**src/rtl/demux_ctrl_pkg.sv**
```systemverilog
// Shared types and constants for the demux dispatch controller.
package demux_ctrl_pkg;

  typedef enum logic [1:0] {
    IDLE   = 2'd0,
    SEND_A = 2'd1,
    SEND_B = 2'd2
  } state_e;

  localparam logic [1:0] MODE_FIXA = 2'b00;
  localparam logic [1:0] MODE_FIXB = 2'b01;
  localparam logic [1:0] MODE_ALT  = 2'b10;
  localparam logic [1:0] MODE_LOAD = 2'b11;

endpackage

```
**src/rtl/demux_dispatch_ctrl_credit_counter.sv**
```systemverilog
// Outstanding-beat counter for one consumer: +1 per delivered beat, -1 per done pulse,
// saturating at 0 and MAX_OUT; simultaneous inc and dec cancel.
module credit_counter #(
  parameter int MAX_OUT = 4,
  localparam int CW = $clog2(MAX_OUT + 1)
) (
  input  logic          clk,
  input  logic          rst,
  input  logic          inc,
  input  logic          dec,
  output logic [CW-1:0] count,
  output logic          has_credit
);

  logic [CW-1:0] count_q, count_d;

  always_comb begin
    count_d = count_q;
    if (inc && !dec && count_q < CW'(MAX_OUT)) begin
      count_d = count_q + 1'b1;
    end else if (dec && !inc && count_q != '0) begin
      count_d = count_q - 1'b1;
    end
  end

  always_ff @(posedge clk) begin
    if (rst) count_q <= '0;
    else     count_q <= count_d;
  end

  assign count      = count_q;
  assign has_credit = (count_q < CW'(MAX_OUT));

endmodule

```
**src/rtl/demux_dispatch_ctrl.sv**
```systemverilog
// Single-input, dual-output beat dispatcher with selectable routing policy and
// per-output credit limits. One beat in flight at a time.
module demux_dispatch_ctrl
  import demux_ctrl_pkg::*;
#(
  parameter int WIDTH   = 8,
  parameter int MAX_OUT = 4
) (
  input  logic             clk,
  input  logic             rst,
  input  logic [WIDTH-1:0] in,
  input  logic             in_valid,
  output logic             in_ready,
  input  logic [1:0]       mode,
  output logic [WIDTH-1:0] a,
  output logic [WIDTH-1:0] b,
  output logic             a_valid,
  output logic             b_valid,
  input  logic             a_ready,
  input  logic             b_ready,
  input  logic             a_done,
  input  logic             b_done,
  output logic             sel,
  output logic             busy
);

  localparam int CW = $clog2(MAX_OUT + 1);

  state_e           state_q;
  logic [WIDTH-1:0] a_q, b_q;
  logic             a_valid_q, b_valid_q, sel_q, busy_q, ptr_q;
  logic [CW-1:0]    cnt_a, cnt_b;
  logic             has_a, has_b;
  logic             tgt_ok, tgt_b, accept, hs_a, hs_b;

  always_comb begin
    tgt_ok = 1'b0;
    tgt_b  = 1'b0;
    case (mode)
      MODE_FIXA: begin
        tgt_ok = has_a;
        tgt_b  = 1'b0;
      end
      MODE_FIXB: begin
        tgt_ok = has_b;
        tgt_b  = 1'b1;
      end
      MODE_ALT: begin
        // The pointer target stalls when full; it never falls over to the other side.
        tgt_b  = ptr_q;
        tgt_ok = ptr_q ? has_b : has_a;
      end
      default: begin
        if (has_a && has_b) begin
          tgt_ok = 1'b1;
          tgt_b  = (cnt_a == cnt_b) ? !sel_q : (cnt_b < cnt_a);
        end else begin
          tgt_ok = has_a || has_b;
          tgt_b  = !has_a;
        end
      end
    endcase
  end

  assign in_ready = !rst && (state_q == IDLE) && tgt_ok;
  assign accept   = in_valid && in_ready;
  assign hs_a     = (state_q == SEND_A) && a_ready;
  assign hs_b     = (state_q == SEND_B) && b_ready;

  always_ff @(posedge clk) begin
    if (rst) begin
      state_q   <= IDLE;
      a_q       <= '0;
      b_q       <= '0;
      a_valid_q <= 1'b0;
      b_valid_q <= 1'b0;
      sel_q     <= 1'b0;
      busy_q    <= 1'b0;
      ptr_q     <= 1'b0;
    end else begin
      case (state_q)
        IDLE: begin
          if (accept) begin
            sel_q  <= tgt_b;
            busy_q <= 1'b1;
            if (mode == MODE_ALT) ptr_q <= ~ptr_q;
            if (tgt_b) begin
              b_q       <= in;
              b_valid_q <= 1'b1;
              state_q   <= SEND_B;
            end else begin
              a_q       <= in;
              a_valid_q <= 1'b1;
              state_q   <= SEND_A;
            end
          end
        end
        SEND_A: begin
          if (a_ready) begin
            a_valid_q <= 1'b0;
            busy_q    <= 1'b0;
            state_q   <= IDLE;
          end
        end
        SEND_B: begin
          if (b_ready) begin
            b_valid_q <= 1'b0;
            busy_q    <= 1'b0;
            state_q   <= IDLE;
          end
        end
        default: state_q <= IDLE;
      endcase
    end
  end

  credit_counter #(.MAX_OUT(MAX_OUT)) u_cnt_a (
    .clk(clk), .rst(rst), .inc(hs_a), .dec(a_done), .count(cnt_a), .has_credit(has_a)
  );

  credit_counter #(.MAX_OUT(MAX_OUT)) u_cnt_b (
    .clk(clk), .rst(rst), .inc(hs_b), .dec(b_done), .count(cnt_b), .has_credit(has_b)
  );

  assign a       = a_q;
  assign b       = b_q;
  assign a_valid = a_valid_q;
  assign b_valid = b_valid_q;
  assign sel     = sel_q;
  assign busy    = busy_q;

endmodule
```
**config.mk**
```make
export PLATFORM = sky130hd
export DESIGN_NAME = demux_dispatch_ctrl
export DESIGN_NICKNAME = d
export VERILOG_FILES = /design/src/rtl/demux_ctrl_pkg.sv /design/src/rtl/demux_dispatch_ctrl_credit_counter.sv /design/src/rtl/demux_dispatch_ctrl.sv
export SDC_FILE = /design/constraint.sdc
export NUM_CORES = 1
export LEC_CHECK = 0
export ABC_CLOCK_PERIOD_IN_PS = 2190
export BUFFER_PORTS_ARGS = -buffer_cell sky130_fd_sc_hd__buf_2
export CAP_MARGIN = 10
export CORE_ASPECT_RATIO = 0.7
export CORE_MARGIN = 4
export CORE_UTILIZATION = 40
export CTS_BUF_LIST = sky130_fd_sc_hd__clkbuf_8
export DETAILED_ROUTE_END_ITERATION = 7
export PLACE_DENSITY = 0.63
export SLEW_MARGIN = 15
export SYNTH_ARGS = -nofsm -noshare
export SYNTH_HDL_FRONTEND = slang
export SYNTH_SLANG_ARGS = --single-unit
```
**constraint.sdc**
```tcl
create_clock -name clk -period 2.19 [get_ports clk]
set_input_delay 0.438 -clock clk [delete_from_list [all_inputs] [get_ports clk]]
set_output_delay 0.438 -clock clk [all_outputs]
set_load 0.005 [all_outputs]
```
Yosys cells after proc, flatten, opt, wreduce, memory -nomap -nowiden
Cells that the tools add are included.
{ "op_classes": {"n_addsub": 4, "magnitude_cmp": 3, "eq_ne": 10, "n_mux": 25, "n_bitwise": 2, "n_reduce_logical": 39} }
{ "op_table": {"columns": ["cell", "count"], "rows": [
  ["logical AND 1 bit", 14],
  ["2-to-1 mux 3 bit", 4],
  ["AND reduction 3 bit", 4],
  ["AND reduction 4 bit", 3],
  ["2-to-1 mux 1 bit", 11],
  ["!= test 2 bit, second input constant", 5],
  ["one-hot mux 1 bit (3 select lines)", 3],
  ["nonzero test 3 bit", 3],
  ["2-to-1 mux 2 bit", 4],
  ["nonzero test 2 bit", 4],
  ["logical NOT 1 bit", 7],
  ["adder 3 x 1 -> 3 bit, second input constant", 2],
  ["< comparator 3 bit, second input constant", 2],
  ["one-hot mux 2 bit (3 select lines)", 1],
  ["subtractor 3 x 1 -> 3 bit, second input constant", 2],
  ["== test 2 x 1 -> 1 bit, second input constant", 2],
  ["== test 2 bit, second input constant", 2],
  ["logical NOT 2 bit", 2],
  ["one-hot mux 1 bit (2 select lines)", 2],
  ["== test 3 bit", 1],
  ["< comparator 3 bit", 1],
  ["NOT 1 bit", 2],
  ["AND reduction 2 bit", 1],
  ["logical OR 1 bit", 1]
]} }
{ "word_totals": {"register_bits": 29, "inputBits": 17} }

Logic depth before layout (Yosys ltp)
Gate-level depths: netlist of the first run.
{ "logic_depth": {"word_depth": 8, "mapped_depth": 9, "ltp_nobuf": 8} }

Cells and area by module
Synthesis of the first run repeated with hierarchy kept, for this count alone.
{ "unflattened": {"hier_cells": 187, "hier_area_um2": 1644.1} }
{ "modules_own_cells": {"columns": ["module", "instances", "cells_each", "area_each_um2", "seq_area_each_um2"], "rows": [
  ["demux_dispatch_ctrl", 1, 141, 1236.2, 460.4],
  ["credit_counter", 2, 23, 203.9, 60.1]
]} }

Least setup slack after synthesis of the first run
Ideal clock, no wire load.
{ "synth_timing": {"path_type": "register -> register", "from": "register u_cnt_b.count_q[0], in the netlist u_cnt_b.count[0]", "to": "register b_q[0], in the netlist b[0]", "setup_time_ns": 0.070, "arrival_time_ns": 1.818, "setup_slack_ns": 0.301, "stages_incl_launch_ff": 9, "synth_period_minus_slack_ns": 1.889, "cell_sequence": "dfxtp_1 inv_1 ha_1 nand2b_1 a221oi_2 o21a_1 clkbuf_1 nand3_1 a21oi_1"} }
{ "synth_between": {"elab_chain_len": 7, "word_cells_on_any_way": 14, "classes_between": "order compare: 2; eq/ne: 1; mux: 6; reduce/logical: 5"} }
{ "synth_rtl": {"columns": ["element", "line_no", "source"], "rows": [
  ["from (decl)", "demux_dispatch_ctrl_credit_counter.sv:15", "logic [CW-1:0] count_q, count_d;"],
  ["from (signal assigned)", "demux_dispatch_ctrl_credit_counter.sv:28", "else count_q <= count_d;"],
  ["< comparator 3 bit", "demux_dispatch_ctrl_credit_counter.sv:32", "assign has_credit = (count_q < CW'(MAX_OUT));"],
  ["logical OR 1 bit or logical AND 1 bit (tied branches)", "demux_dispatch_ctrl.sv:58, demux_dispatch_ctrl.sv:54", null],
  ["2-to-1 mux 1 bit", "demux_dispatch_ctrl.sv:54", "if (has_a && has_b) begin"],
  ["one-hot mux 1 bit (3 select lines)", "demux_dispatch_ctrl.sv:39", "case (mode)"],
  ["logical AND 1 bit", "demux_dispatch_ctrl.sv:65", "assign in_ready = !rst && (state_q == IDLE) && tgt_ok;"],
  ["logical AND 1 bit", "demux_dispatch_ctrl.sv:66", "assign accept = in_valid && in_ready;"],
  ["AND reduction 3 bit (no source line) (*)", null, null],
  ["to (signal assigned)", "demux_dispatch_ctrl.sv:88", "b_q <= in;"],
  ["to (decl)", "demux_dispatch_ctrl.sv:30", "logic [WIDTH-1:0] a_q, b_q;"]
]} }
Mark *: on every way between the ends. The rest lies on a longest branch, timed or not.
A chain may end at the register's enable or synchronous reset.

Worst setup path in the final report of the first run
{ "layout_timing": {"from": "register u_cnt_b.count_q[2], in the netlist u_cnt_b.count[2]", "to": "output in_ready"} }
{ "layout_between": {"elab_chain_len": 5, "word_cells_on_any_way": 7, "classes_between": "order compare: 1; mux: 3; reduce/logical: 3"} }
{ "layout_rtl": {"columns": ["element", "line_no", "source"], "rows": [
  ["< comparator 3 bit (*)", "demux_dispatch_ctrl_credit_counter.sv:32", null],
  ["logical OR 1 bit or logical AND 1 bit (tied branches)", "demux_dispatch_ctrl.sv:58, demux_dispatch_ctrl.sv:54", null],
  ["2-to-1 mux 1 bit", "demux_dispatch_ctrl.sv:54", null],
  ["one-hot mux 1 bit (3 select lines) (*)", "demux_dispatch_ctrl.sv:39", null],
  ["logical AND 1 bit (*)", "demux_dispatch_ctrl.sv:65", null],
  ["to (decl)", "demux_dispatch_ctrl.sv:13", "output logic in_ready,"]
]} }
Marks and branches as above.

==> results of run 1 <==
## state kept, by name (all words and copies together), names as in the netlist, 2 cells and up
name           count
u_cnt_b.count      3
a                  8
b                  8
u_cnt_a.count      3
state_q            2
## worst min-delay path by stage
stage / cells after the start / endpoint / start / slack [ns]
6_report: 3 / b[1] / in[1] / 0.42
5_1_grt: 3 / a[6] / in[6] / 0.43
4_1_cts: 3 / a[1] / in[1] / 0.41
3_5_place_dp: 2 / b[0] / b[0] / 0.47
3_3_place_gp: 2 / sel / sel / 0.47
2_1_floorplan: 2 / sel / sel / 0.47
## critical path: stages, from the launching register on
cell	delay, ns
dfxtp_1	0.47
ha_1	0.19
mux2i_1	0.06
nor2b_1	0.40
nor4b_1	0.11
buf_2	0.15
## cell usage after synthesis (2+ instances only)
library cell,instances
nand4_1,2
a21oi_1,17
nor2b_1,4
a31oi_1,2
nand3_1,21
buf_2,3
nand2_1,10
clkbuf_1,5
fa_1,2
inv_1,13
nor4b_1,2
nor4bb_1,2
xor2_1,3
o21ai_1,16
or3_1,3
nor2_1,15
ha_1,9
xnor2_1,2
dfxtp_1,29
mux2i_1,5
## layout make-up
type | count | area [um^2] | share of cell area [%]
Multi-Input combinational cell | 131 | 882.1 | 45.31
Inverter | 14 | 52.55 | 2.699
Clock buffer | 7 | 96.34 | 4.949
Timing Repair Buffer | 43 | 267.8 | 13.75
Sequential cell | 29 | 580.6 | 29.82
Clock inverter | 1 | 5.005 | 0.2571
Tap cell | 50 | 62.56 | 3.213
## cell families after synthesis
group	after synthesis	synth area share, %
AO/OA/AOI/OAI	45	18.19
XOR/XNOR	5	2.780
adder cells (fa/ha/maj)	11	9.690
buffers and inverters	24	7.148
flip-flops	29	36.85
multiplexers	6	3.892
AND/OR/NAND/NOR	64	21.45
## per-layer routing
| metal | wire length, um | track usage [%] |
|---|---|---|
| met3 | 143 | 4.342 |
| met2 | 1532 | 21.00 |
| met4 | 43 | 5.594 |
| met1 | 1948 | 22.26 |
| met5 | 0 | 0 |
## power groups by stage
| stage | clock, uW | combinational [uW] | sequential, uW |
|---|---|---|---|
| floorplan | 0 | 664 | 728 |
| global placement | 0 | 920 | 742 |
| detailed placement | 0 | 915 | 742 |
| CTS | 499 | 925 | 731 |
| global route | 517 | 1040 | 747 |
| finish | 486 | 923 | 731 |
## stage by stage
step / instances / hold slack, ns / power [uW]
after floorplan: 184 / 0.4655 / 1392
after global placement: 267 / 0.4675 / 1663
after detailed placement: 267 / 0.4685 / 1657
after CTS: 275 / 0.4111 / 2154
after global routing: 275 / 0.4320 / 2302
final: 275 / 0.4215 / 2140
==> reports/metrics.yaml, run 1 <==
global_route:
  antenna_found_initial: 0
  grt_pass1_vias: 1251
  grt_usage_pct: 15.16
  grt_pass1_wl_um: 5982
  grt_max_degree: 21
  grt-ovfl-total: 0
critical_path:
  r2r_cells: 8
  critical_path_required_ns: 1.75
  reg2reg_to: "b[4]"
  regToRegStartpoint: "u_cnt_a.count[2]"
  cp-endpoint: "in_ready"
  worst_ep_arrival_time_ns: 1.67
  start_kind: "register"
  reg2reg_slack_ns: 0.21
  cp_max_fo: 8
  crit_type: "register to output pin"
  cp-end-kind: "output pin"
  crit_start: "u_cnt_b.count[2]"
drt:
  drc: 0
  drt_iter0_drc: 63
  ant_nets: 0
  drt_wl_total_um: 3667
  via_count: 1377
  drt-pass1-iter-count: 6
  viasPerCell: 5.007
  wire_per_inst_um: 13.33
logic_synthesis:
  ys_ff_latch: 29
  yosysSeqAreaShare_pct: 36.85
  synth_top_cell_by_area: "dfxtp_1"
  synth_top_area_share_pct: 36.85
  async_flop_share_pct: 0
  synthTopCellsByArea: "dfxtp_1 37%, ha_1 7.1%, nand3_1 6.7%"
  netlist_instances: 184
  synth_flop_cell: "dfxtp_1"
  yosys_warnings: 0
  synth_edf_count: 0
  synth_cell_type_count: 39
  synth_area_um2: 1575
  synth_fp_nets: 212
  avgSynthCellArea_um2: 8.561
power:
  p_leak_uw: 0.0008340
  power_frac_clock_pct: 22.7
  internal_power_uw: 1335
  pwr-share-seq_pct: 34.1
  power_density_nw_per_um2: 1099
  pwr-share-comb_pct: 43.1
  ir_drop_uv: 496.3
  switching_share_pct: 37.61
  switching_power_uw: 804.9
sta:
  layout_min_cycle_time_ns: 2.111
  max_freq_ghz: 0.4737
  rsz0062_at_grt: "no"
  fin_skew_ns: 0.006162
  worst_slack_ns: 0.07899
  tightestPinTransition_ns: 0.6861
  maxSlewViolCount: 0
  setup-tns-final_ns: 0
  final_hold_viol_count: 0
  maxSlewHeadroom_pct: 54.11
  setup_viol: 0
  period_share_pct: 96.39
clock_network:
  clock_latency_ns: 0.28
  cts_buffer_depth: 2
  cts_hold_buf: 0
  ctsResizeCount: 0
  cts-buffers-inserted: 5
  htree_levels: 2
  clockRootBuffer: "clkbuf_8"
  clk_pin_slew_worst_paths_ns: 0.06
  postCtsSetupRepairBufs: 0
  clock_sinks: 29
  cts_tree: "done"
layout:
  mostFrequentLayoutCell: "buf_2"
  stdcell_area_um2: 1947
  nets: 252
  antennaDiodeCount: 0
  final_cell_mix: "37 x buf_2, 29 x dfxtp_1, 21 x nand3_1"
  area_delta_synth_final_pct: 23.59
  final_util_pct: 53.36
  drive_gt1_share_pct: 25.78
  nFillCells: 354
floorplan:
  die_w_um: 83.01
  top_level_ports: 38
  row_count: 18
  design.core.area_um2: 3649
  start_util_pct: 43.18
  die_h_um: 60.51
  dieArea_um2: 5022
run_status:
  status: "finished clean"
job:
  max_cap_viol_count: 0
placed_design:
  dp_slack_ns: 0.1877
  dpl.hpwl_um: 2673
  place_area_um2: 1846
  place_congestion: 0.7608
  numPortBuffers: 37
min_path:
  min_path_type: "primary input to register"
(Power assumes the default switching activity.)
==> run 2: changes to the inputs <==
- CTS_BUF_LIST: sky130_fd_sc_hd__clkbuf_8 -> sky130_fd_sc_hd__clkbuf_4
==> reports/metrics.yaml, run 2 (synthesis results as in run 1) <==
critical_path:
  crit_type: "register to output pin"
  crit_family: "simple AND/OR/NAND/NOR gates"
  reg2reg_slack_ns: 0.22  # about the same
  cp_slowest_cell: "dfxtp_1"
  cp_max_fo: 6  # -2
  crit_buf_inv: 1  # unchanged
  crit_chain: "ha_1 > mux2i_1 > nor2b_2 > nor4b_1 > buf_2"
  worst_ep_arrival_time_ns: 1.67  # about the same
  start_kind: "register"
  cp-end-kind: "output pin"
  max_stage_delay_ns: 0.39  # -0.08 ns
  critical_path_required_ns: 1.75  # about the same
power:
  power_density_nw_per_um2: 1034  # -5.9%
  pwr-share-comb_pct: 47.3  # +4.2 points
  power_frac_clock_pct: 15.6  # -7.1 points
  internal_power_uw: 1169  # -12%
  ir_drop_uv: 477.3  # -3.8%
  switching_share_pct: 40.68  # +3.1 points
  pwr-share-seq_pct: 37.1  # +3.0 points
  switching_power_uw: 802.1  # -0.35%
  p_leak_uw: 0.0008117  # -2.7%
  p_total_uw: 1972  # -7.9%
floorplan:
  die_h_um: 60.51  # unchanged
  row_count: 18  # unchanged
  top_level_ports: 38  # unchanged
  die_w_um: 83.01  # unchanged
  start_util_pct: 43.18  # unchanged
  dieArea_um2: 5022  # unchanged
  design.core.area_um2: 3649  # unchanged
clock_network:
  clockRootBuffer: "clkbuf_4"
  clk_pin_slew_worst_paths_ns: 0.10  # +0.04 ns
  clock_latency_ns: 0.33  # +0.05 ns
  htree_levels: 2  # unchanged
  clock_sinks: 29  # unchanged
  cts_hold_buf: 0  # unchanged
  cts_buffer_depth: 2  # unchanged
  cts_tree: "done"
  postCtsSetupRepairBufs: 0  # unchanged
  cts-buffers-inserted: 5  # unchanged
global_route:
  grt_pass1_wl_um: 5927  # -0.92%
  antenna_found_initial: 0  # unchanged
  grt-ovfl-total: 0  # unchanged
  grt_max_degree: 21  # unchanged
  grt_pass1_vias: 1233  # -1.4%
  grt_usage_pct: 15.13  # -0.030 points
layout:
  antennaDiodeCount: 0  # unchanged
  final_cell_mix: "37 x buf_2, 29 x dfxtp_1, 21 x nand3_1"
  nets: 252  # unchanged
  nFillCells: 360  # +1.7%
  drive_gt1_share_pct: 25.33  # -0.44 points
  mostFrequentLayoutCell: "buf_2"
  area_delta_synth_final_pct: 21.05
sta:
  setup_viol: 0  # unchanged
  max_freq_ghz: 0.4743  # +0.12%
  worst_slack_ns: 0.08143  # +0.002434 ns
  fin_skew_ns: 0.01224  # +0.006081 ns
  final_hold_viol_count: 0  # unchanged
  period_share_pct: 96.28  # -0.11 points
  setup-tns-final_ns: 0  # unchanged
  tightestPinTransition_ns: 0.7013  # +0.01515 ns
  layout_min_cycle_time_ns: 2.109  # -0.002434 ns
  maxSlewHeadroom_pct: 53.10  # -1.0 points
  holdWs_ns: 0.3586  # -0.06290 ns
  maxSlewViolCount: 0  # unchanged
drt:
  ant_nets: 0  # unchanged
  via_count: 1404  # +2.0%
  drt_wl_total_um: 3724  # +1.6%
  drt_iter0_drc: 52  # -17%
  drc: 0  # unchanged
  drt-pass1-iter-count: 7  # +1
  viasPerCell: 5.105  # +2.0%
  wire_per_inst_um: 13.54  # +1.6%
placed_design:
  dp_slack_ns: 0.1877  # unchanged
  place_congestion: 0.7608  # unchanged
  numPortBuffers: 37  # unchanged
  dpl.hpwl_um: 2673  # unchanged
job:
  max_cap_viol_count: 0  # unchanged
min_path:
  min_path_type: "primary input to register"
run_status:
  status: "finished clean"
==> run 2: cell count changes in the layout (fill, tap and decap cells not counted), sizes merged <==
cell,delta
clkbuf,-2
clkinv,+2
==> run 2: worst min-delay path, cell delays in order <==
cell,delay [ns]
buf_2,0.10
nand3_1,0.06
a21oi_1,0.05
==> run 2: area by class of cell <==
class	instances	area [um^2]	area share, %
multi-input cells	131	893.4	46.85
flip-flops and latches	29	580.6	30.45
repair buffers	43	267.8	14.04
well taps	50	62.56	3.281
inverters	14	52.55	2.756
clock buffers	5	37.54	1.969
clock inverters	3	12.51	0.6562
==> run 2: power by group through the flow <==
| stage | logic, uW | clock network, uW | registers [uW] |
|---|---|---|---|
| floorplan | 664 | 0 | 728 |
| global placement | 920 | 0 | 742 |
| detailed placement | 915 | 0 | 742 |
| CTS | 927 | 314 | 730 |
| global route | 1040 | 337 | 746 |
| finish | 933 | 308 | 731 |
==> run 2: path summary, 6_finish.rpt <==
kind / from / endpoint / cells after the start
max: u_cnt_a.count[2] / in_ready / 5
max reg2reg: u_cnt_a.count[2] / a_valid / 8
min: in[1] / a[1] / 3
min reg2reg: b[7] / b[7] / 2
==> run 2: through the flow <==
| step | cells | util, % | cell area (um^2) |
|---|---|---|---|
| detailed placement | 267 | 50.58 | 1846 |
| global route | 275 | 52.26 | 1907 |
| global placement | 267 | 50.58 | 1846 |
| floorplan | 184 | - | 1575 |
| CTS | 275 | 51.95 | 1896 |
| finish | 275 | 52.26 | 1907 |
==> run 2: repair_timing <==
item / 4_1_cts / 5_1_grt
hold endpoints to repair: 0 / 0
gates resized for setup: 0 / 2
endpoints found under the setup margin: 0 / 1
==> run 2: metal layers <==
layer	vias to the layer above	global-route usage (%)	part of all wire, %
met2	43	21.00	42
li1	727	-	-
met3	4	4.342	4.7
met5	-	0	0
met4	0	6.294	1.1
met1	630	21.93	52
==> run 3: changes to the inputs <==
- PLACE_DENSITY: 0.63 -> 0.62
- SYNTH_HIERARCHICAL: unset -> 1
==> reports/metrics.yaml, run 3 <==
critical_path:
  cp-end-kind: "register"
  crit_chain: "inv_1 > ha_1 > and2_4 > nor3b_2 > inv_1 > fa_1 > or2_1 > a2bb2oi_1 > a221oi_1"
  cpMostUsedCell: "inv_1"
  start_kind: "register"
  max_stage_delay_ns: 0.38  # about the same
  worst_ep_arrival_time_ns: 2.33  # +0.66 ns
  cp_slowest_cell: "fa_1"
  cp_max_fo: 5  # -1
  critical_path_required_ns: 2.43  # +0.68 ns
  crit_type: "register to register"
layout:
  antennaDiodeCount: 0  # unchanged
  mostFrequentLayoutCell: "buf_2"
  nets: 255  # +1.2%
  stdcell_area_um2: 1932  # +1.3%
  drive_gt1_share_pct: 28.26  # +2.9 points
  final_cell_mix: "37 x buf_2, 28 x dfxtp_1, 20 x a21oi_1"
  final_util_pct: 48.95  # -3.3 points
  nFillCells: 407  # +13%
  area_delta_synth_final_pct: 17.50
logic_synthesis:
  netlist_instances: 187  # +1.6%
  synth_cell_type_count: 45  # +15%
  ys_ff_latch: 29  # unchanged
  synthTopCellsByArea: "dfxtp_1 35%, a21oi_1 6.1%, nand3_1 5.5%"
  yosysSeqAreaShare_pct: 35.31  # -1.5 points
  synth_edf_count: 0  # unchanged
  yosys_warnings: 6  # +6
  synth_flop_cell: "dfxtp_1"
  synth_area_um2: 1644  # +4.4%
  avgSynthCellArea_um2: 8.792  # +2.7%
  synth_top_area_share_pct: 35.31  # -1.5 points
  synth_fp_nets: 213  # +0.47%
  async_flop_share_pct: 0  # unchanged
  synth_top_cell_by_area: "dfxtp_1"
  yosysMostFrequentCell: "dfxtp_1"
  ys_top_cells_by_count: "29 x dfxtp_1, 20 x a21oi_1, 18 x nand3_1, 15 x o21ai_0, 12 x inv_1"
clock_network:
  clock_latency_ns: 0.33  # about the same
  cts_tree: "done"
  clk_pin_slew_worst_paths_ns: 0.09  # about the same
  htree_levels: 2  # unchanged
  postCtsSetupRepairBufs: 0  # unchanged
  cts_buffer_depth: 2  # unchanged
  clockRootBuffer: "clkbuf_4"
  cts-buffers-inserted: 5  # unchanged
  clock_sinks: 29  # unchanged
drt:
  ant_nets: 0  # unchanged
  drt_wl_total_um: 3768  # +1.2%
  drt-pass1-iter-count: 5  # -2
  via_count: 1473  # +4.9%
  viasPerCell: 5.223  # +2.3%
  drt_iter0_drc: 115  # +120%
  wire_per_inst_um: 13.36  # -1.3%
  drc: 0  # unchanged
placed_design:
  dpl.hpwl_um: 2828  # +5.8%
  place_congestion: 0.8425  # +11%
  dp_slack_ns: 0.08703  # -0.1007 ns
  place_area_um2: 1866  # +1.1%
  numPortBuffers: 37  # unchanged
global_route:
  grt_pass1_vias: 1323  # +7.3%
  antenna_found_initial: 0  # unchanged
  grt_usage_pct: 15.39  # +0.27 points
  grt_max_degree: 21  # unchanged
  grt-ovfl-total: 0  # unchanged
  grt_pass1_wl_um: 6327  # +6.7%
sta:
  max_freq_ghz: 0.4785  # +0.89%
  fin_skew_ns: 0.004458  # -0.007786 ns
  final_hold_viol_count: 0  # unchanged
  layout_min_cycle_time_ns: 2.090  # -0.01870 ns
  setup-tns-final_ns: 0  # unchanged
  period_share_pct: 95.43  # -0.85 points
  maxSlewHeadroom_pct: 78.57  # +25 points
  maxSlewViolCount: 0  # unchanged
  worst_slack_ns: 0.1001  # +0.01870 ns
  tightestPinTransition_ns: 0.3170  # -0.3842 ns
  rsz0062_at_grt: "no"
  setup_viol: 0  # unchanged
floorplan:
  die_h_um: 61.64  # +1.9%
  design.core.area_um2: 3946  # +8.2%
  die_w_um: 84.63  # +2.0%
  top_level_ports: 38  # unchanged
  dieArea_um2: 5216  # +3.9%
  row_count: 19  # +1
  start_util_pct: 41.66  # -1.5 points
power:
  p_total_uw: 2037  # +3.3%
  p_leak_uw: 0.0008099  # -0.23%
  power_density_nw_per_um2: 1054  # +2.0%
  ir_drop_uv: 500.0  # +4.8%
job:
  max_cap_viol_count: 0  # unchanged
min_path:
  min_path_type: "primary input to register"
run_status:
  status: "finished clean"
[run 3: cell types whose count changed in the layout (fill, tap and decap cells not counted), sizes merged, moves of 4 or more]
cell,before,now
mux2i,5,0
nand2b,1,7
or2,0,4
nor2,15,4
o21ai,17,21
[run 3: final timing paths]
| kind | from | end | slack [ns] | depth (start not counted) |
|---|---|---|---|---|
| worst max-delay path | state_q[0] | u_cnt_b/count[2] | 0.10 | 9 |
| worst min-delay path | in[7] | a[7] | 0.36 | 3 |
| worst max register to register | state_q[0] | u_cnt_b/count[2] | 0.10 | 9 |
| worst min register to register | a[5] | a[5] | 0.48 | 2 |
[run 3: logic make-up (layout without fill, tap and decap cells)]
kind of cell               after synthesis  after routing  share of synthesized area (%)
and+or+nand+nor                         63             63                          23.21
AOI/OAI and AO/OA                       62             62                          23.59
DFF                                     29             29                          35.31
buffers and inverters                   22             65                          8.903
adders and majority gates                9              9                          7.762
xor gates and xnor gates                 1              1                         0.5328
muxes                                    1              1                         0.6849
[run 3: metal layers]
| layer | vias up | GRT usage, % | part of all wire [%] |
|---|---|---|---|
| li1 | 759 | - | - |
| met1 | 670 | 21.77 | 51 |
| met2 | 39 | 21.74 | 42 |
| met3 | 5 | 5.348 | 5.8 |
| met4 | 0 | 5.418 | 1.3 |
| met5 | - | 0 | 0 |
[run 3: metrics by stage]
step,instances,hold slack (ns)
final,282,0.3648
after global routing,282,0.3605
after CTS,282,0.3458
after detailed placement,274,0.4684
after global placement,274,0.4653
after floorplan,187,0.4605
[run 3: what timing repair did]
action	in CTS	in global routing
gates resized for setup	0	5
endpoints found under the setup margin	0	2
hold buffers	0	0
[run 3: area by class of cell]
class | instances | area (um^2) | share of cell area (%)
Sequential cell | 29 | 581.8 | 30.12
Clock inverter | 2 | 10.01 | 0.5181
Inverter | 12 | 45.04 | 2.332
Timing Repair Buffer | 45 | 257.7 | 13.34
Tap cell | 52 | 65.06 | 3.368
Clock buffer | 6 | 45.04 | 2.332
Multi-Input combinational cell | 136 | 927.1 | 47.99
[run 3: where the power goes]
part           switching [uW]  total [uW]  internal, uW  leakage [uW]
Clock                     190         324           134     0.0000354
Combinational             518         957           439      0.000537
Sequential                105         756           650      0.000237
[run 3: critical path, delay by kind of cell (launching register included)]
| family | cells | cell delay (ns) |
|---|---|---|
| adders and majority gates | 2 | 0.55 |
| DFF | 1 | 0.34 |
| AOI/OAI and AO/OA | 2 | 0.38 |
| and+or+nand+nor | 3 | 0.55 |
| buffers and inverters | 2 | 0.18 |
